File: src/rtl/hw_sw_byte_bridge.sv
`default_nettype none
// hw_sw_byte_bridge: four-phase byte handshake between NIOS PIOs and a block-based core.
// Rev 1.0 - initial release.
module hw_sw_byte_bridge #(
  parameter int IN_BYTES    = 32,
  parameter int OUT_BYTES   = 16,
  parameter int SYNC_STAGES = 2
) (
  input  logic                   Clk,
  input  logic                   Reset,
  input  logic [7:0]             to_hw_port,
  input  logic [1:0]             to_hw_sig,
  output logic [7:0]             to_sw_port,
  output logic [1:0]             to_sw_sig,
  output logic [IN_BYTES*8-1:0]  blk_data,
  output logic                   blk_valid,
  input  logic                   blk_ready,
  input  logic [OUT_BYTES*8-1:0] res_data,
  input  logic                   res_valid,
  output logic                   res_ready,
  output logic                   busy
);

  localparam int RXW = (IN_BYTES > 1) ? $clog2(IN_BYTES) : 1;
  localparam int TXW = (OUT_BYTES > 1) ? $clog2(OUT_BYTES) : 1;
  localparam logic [RXW-1:0] RX_LAST = RXW'(IN_BYTES - 1);
  localparam logic [TXW-1:0] TX_LAST = TXW'(OUT_BYTES - 1);

  typedef enum logic [2:0] {
    RX_IDLE, RX_ACK, SEND_BLK, WAIT_RES, TX_IDLE, TX_ACK, DONE, DONE_CLR
  } state_t;

  state_t               state;
  logic [RXW-1:0]       rx_cnt;
  logic [TXW-1:0]       tx_cnt;
  logic [OUT_BYTES*8-1:0] tx_buf;
  logic [1:0]           sync_q [SYNC_STAGES];
  logic [1:0]           sig_s;
  logic                 abort;

  always_ff @(posedge Clk) begin
    if (Reset) begin
      for (int i = 0; i < SYNC_STAGES; i++) sync_q[i] <= '0;
    end else begin
      sync_q[0] <= to_hw_sig;
      for (int i = 1; i < SYNC_STAGES; i++) sync_q[i] <= sync_q[i-1];
    end
  end

  assign sig_s = sync_q[SYNC_STAGES-1];

  // Abort only applies while a byte exchange with software can be in progress.
  assign abort = (sig_s == 2'b11) &&
                 (state == RX_IDLE || state == RX_ACK || state == TX_IDLE || state == TX_ACK);

  always_ff @(posedge Clk) begin
    if (Reset) begin
      state      <= RX_IDLE;
      rx_cnt     <= '0;
      tx_cnt     <= '0;
      tx_buf     <= '0;
      to_sw_port <= '0;
      to_sw_sig  <= 2'b00;
      blk_data   <= '0;
      blk_valid  <= 1'b0;
      res_ready  <= 1'b0;
      busy       <= 1'b0;
    end else if (abort) begin
      state     <= RX_IDLE;
      rx_cnt    <= '0;
      tx_cnt    <= '0;
      to_sw_sig <= 2'b00;
      busy      <= 1'b0;
    end else begin
      case (state)
        RX_IDLE: if (sig_s == 2'b01) begin
          blk_data[(IN_BYTES-1-int'(rx_cnt))*8 +: 8] <= to_hw_port;
          to_sw_sig <= 2'b01;
          busy      <= 1'b1;
          state     <= RX_ACK;
        end
        RX_ACK: if (sig_s == 2'b00) begin
          to_sw_sig <= 2'b00;
          if (rx_cnt == RX_LAST) begin
            blk_valid <= 1'b1;
            state     <= SEND_BLK;
          end else begin
            rx_cnt <= rx_cnt + 1'b1;
            busy   <= 1'b0;
            state  <= RX_IDLE;
          end
        end
        SEND_BLK: if (blk_ready) begin
          blk_valid <= 1'b0;
          res_ready <= 1'b1;
          state     <= WAIT_RES;
        end
        WAIT_RES: if (res_valid) begin
          tx_buf    <= res_data;
          res_ready <= 1'b0;
          tx_cnt    <= '0;
          state     <= TX_IDLE;
        end
        TX_IDLE: if (sig_s == 2'b10) begin
          to_sw_port <= tx_buf[(OUT_BYTES-1-int'(tx_cnt))*8 +: 8];
          to_sw_sig  <= 2'b10;
          state      <= TX_ACK;
        end
        TX_ACK: if (sig_s == 2'b00) begin
          if (tx_cnt == TX_LAST) begin
            to_sw_sig <= 2'b11;
            state     <= DONE;
          end else begin
            to_sw_sig <= 2'b00;
            tx_cnt    <= tx_cnt + 1'b1;
            state     <= TX_IDLE;
          end
        end
        DONE: if (sig_s == 2'b11) begin
          to_sw_sig <= 2'b00;
          state     <= DONE_CLR;
        end
        DONE_CLR: if (sig_s == 2'b00) begin
          rx_cnt <= '0;
          tx_cnt <= '0;
          busy   <= 1'b0;
          state  <= RX_IDLE;
        end
        default: state <= RX_IDLE;
      endcase
    end
  end

endmodule
`default_nettype wire

File: config.mk
export PLATFORM = sky130hd
export DESIGN_NAME = hw_sw_byte_bridge
export DESIGN_NICKNAME = d
export VERILOG_FILES = /design/src/rtl/hw_sw_byte_bridge.sv
export SDC_FILE = /design/constraint.sdc
export NUM_CORES = 1
export LEC_CHECK = 0
export BUFFER_PORTS_ARGS = -buffer_cell sky130_fd_sc_hd__buf_4
export CORE_MARGIN = 5
export CORE_UTILIZATION = 28
export DETAILED_ROUTE_END_ITERATION = 12
export GPL_ROUTABILITY_DRIVEN = 0
export PLACE_DENSITY = 0.53
export SYNTH_ARGS = -nofsm -noshare
export SYNTH_HDL_FRONTEND = slang
export SYNTH_SLANG_ARGS = --single-unit
File: constraint.sdc
create_clock -name Clk -period 2.15 [get_ports Clk]
set_input_delay 0 -clock Clk [delete_from_list [all_inputs] [get_ports Clk]]
set_output_delay 0 -clock Clk [all_outputs]
set_load 0.01 [all_outputs]
==> impl_results.md <==
- Worst Skew: 0.0220 ns
- Worst-margin pin slew: 0.923 ns
- Synth unique cells: 60
- Clock root buffer: clkbuf_16
- CP endpoint: blk_data[125]
- Clock Pin Slew Worst Setup and Hold Paths: 0.06 ns
- Clock sink count: 413
- Metal2 WL: 30200 µm
- Wire length on met1: 26400 µm
- Vias: 15400
- Finished Layout Cells: 3237
- Drt total wl: 63200 µm
- R2R depth: 9
- Multi-input gate area: 8610 µm²
- Global route overflow: 0
- H-tree depth: 2
- Sequential cell area: 8270 µm²
- Largest net degree at the start of global routing: 122
- Setup ws final: -0.0271 ns
- Syn Inst Count: 1864
- Status: complete, but fails checks
- Core footprint: 60600 µm²
- RSZ-0062 raised after global routing: yes
- Min-delay worst type: in2reg
- CP Max Fanout: 8
- FF-to-FF setup slack: -0.03 ns
- Share of the yosys chip area belonging to registers: 48.1%
- DR pass1 iterations: 5
- CTS buffer count: 46
- Commonest non-fill, non-tap cell in the layout: buf_4
- Die X: 258 µm
- P&R area growth vs syn: 45.4%
- Final setup TNS: -0.280 ns
- Hpwl dp: 45300 µm
- Min cycle time layout: 2.18 ns
- Placed Cells incl. Taps: 3003
- CP max-delay cell: or4_4
- Final Hold Vio Count: 0
- Critical Setup Path Class: reg2reg
- Crit end category: register
- Crit-path leading delay family: simple AND/OR/NAND/NOR gates
- Die Ht: 258 µm
- Most frequent cells in the layout: 466 x buf_4, 408 x dfxtp_1, 340 x nand2_1
- EDFF count, synth: 0
- Mapped Nets: 2009
- Setup violators final: 24
- Antenna Nets Post-Route: 0
- GRT Util Overall: 18.0%
- IO buf count: 410
- FF-to-FF End: blk_data[125]
- Layout cells sized above 1: 28.2%
- P per Cell Area: 704 nW/µm²
- Buf+Inv Stages, Crit Path: 1
- Asr flop ratio synth: 0%
- Die area: 66500 µm²
- Clock buffer depth: 3
- CP Launch Type: register
- Mean post-synth cell area: 9.22 µm²
- Yosys warnings: 0
- Slew headroom: 38.5%
- Drt drc: 0
- Routed met3 length: 5030 µm
- Max Used Layer: met5
- Worst skew pair latency: 0.59 ns
- Failing checks: negative setup slack
- Global-route wire length before repair: 94300 µm
- Period utilization: 101%
- Min-delay src: res_data[120]
- Critical path depth: 9
- Critical path cell sequence: ha_4 > and3_4 > ha_4 > nor2_4 > nand2_4 > or4_4 > nor2_4 > buf_12 > mux2i_1
- Lkg Pwr: 9.99 nW
- Yosys reg bits: 413
- Peak VDD IR: 0.556 mV
- Critical Path RT: 2.65 ns
- # rows: 90
- Number of max-cap violations: 0
- Total power: 17.6 mW
- Pins Over Slew Limit: 0
- FILL cells: 5902
- Crit path from: rx_cnt[0]
- Fin nets: 2570
- 1st-iter DRT viols: 1064
- TritonCTS clock tree: yes
- Area of the mapped netlist: 17200 µm²
- I/O pin count: 411
- Initial antenna violation count: 2
- Main flop type after synthesis: dfxtp_1
- Initial Util: 28.4%
- Post-DR wirelength/cell: 19.5 µm
- Crit-path max cell delay: 0.57 ns
- Worst r2r src: rx_cnt[0]
- Routed vias/inst: 4.76
- Arrival @ worst endpoint: 2.68 ns
- Max Fclk: 459 MHz
- Vias in the first global route: 15400
==> report_power, final <==
part | internal [mW] | switching [mW] | total (mW) | leakage [nW]
clock network | 4.56 | 3.21 | 7.77 | 0.721
registers | 7.79 | 0.0882 | 7.88 | 3.33
logic | 0.909 | 1.05 | 1.96 | 5.94
total | 13.3 | 4.35 | 17.6 | 9.99
==> logic make-up after synthesis <==
family	Yosys count	synth area share, %
compound gates	320	9.74
xor+xnor	7	0.357
fa+ha+maj	3	0.218
buf+inv	142	3.51
flops	413	48.1
mux	231	15.7
simple gates	748	22.4
==> area by class of cell <==
class | instances | area share, %
Antenna cell | 1 | 0.0100
Tap cell | 782 | 3.91
Timing Repair Buffer | 649 | 22.6
Multi-Input combinational cell | 1310 | 34.4
Sequential cell | 413 | 33.1
Clock buffer | 66 | 5.18
Clock inverter | 11 | 0.700
Inverter | 5 | 0.0751
==> state kept, by name, summed over array words and instances (netlist names) <==
name / cells
tx_cnt: 4
state: 3
busy: 1
blk_valid: 1
tx_buf: 128
blk_data: 256
to_sw_port: 8
sync_q: 4
rx_cnt: 5
res_ready: 1
to_sw_sig: 2
==> worst min path at each step <==
stage / depth (start not counted) / endpoint / slack, ns
6_report: 4 / tx_buf[120] / 0.23
4_1_cts: 4 / tx_buf[79] / 0.18
5_1_grt: 4 / tx_buf[34] / 0.22
2_1_floorplan: 1 / blk_valid / 0.12
3_3_place_gp: 2 / sync_q[0][1] / 0.24
3_5_place_dp: 2 / sync_q[0][1] / 0.22
==> tightest hold or removal path: stages <==
cell	delay, ns
dlygate4sd3_1	0.53
buf_4	0.10
nand2_1	0.04
a21oi_1	0.10
==> per-layer routing <==
metal | vias up | GRT usage, %
met3 | 84 | 5.38
li1 | 7428 | -
met1 | 7320 | 22.5
met5 | - | 0
met2 | 566 | 30.5
met4 | 2 | 4.43
==> stage by stage <==
step | setup slack, ns | cell area, µm² | util, % | hold slack [ns]
global placement | -0.282 | 21700 | 35.8 | 0.236
detailed placement | -0.328 | 21700 | 35.8 | 0.223
finish | -0.0271 | 25000 | 41.3 | 0.226
CTS | -0.0353 | 24800 | 40.9 | 0.177
floorplan | -0.0471 | 17200 | - | 0.116
global route | -0.121 | 25000 | 41.3 | 0.219
==> what timing repair did <==
item	4_1_cts	5_1_grt
cloned	1	2
pin swaps	5	4
gates resized for setup	36	87
buffers inserted	7	3
endpoints found under the hold margin	313	0
setup endpoints to repair	221	202
hold buffers	143	0
==> cell usage after synthesis (all sizes together), types with 2 or more instances <==
cell type  number  area [µm²]
a32oi           2        17.5
nand3          14        70.1
mux2i         187        1880
o21ai         140         701
and2           11        68.8
or3             3        18.8
nor2           41         193
nand3b          2        15.0
nor2b          71         444
dfxtp         413        8270
xnor2           6        52.6
clkbuf        101         380
nand4b          2        17.5
ha              3        37.5
nor4b           3        41.3
a211oi          7        52.6
o22ai           7        43.8
a21oi         152         761
buf            36         205
nor3b           6        45.0
o211ai          2        15.0
inv             5        18.8
nand2         347        1320
mux2           15         169
nand2b        199        1250
and3            4        25.0
nor3           27         203
or2             5        31.3
mux4           29         653
nand4           4        25.0
nor4            6        52.6
Power figures use the tool's default switching activity.
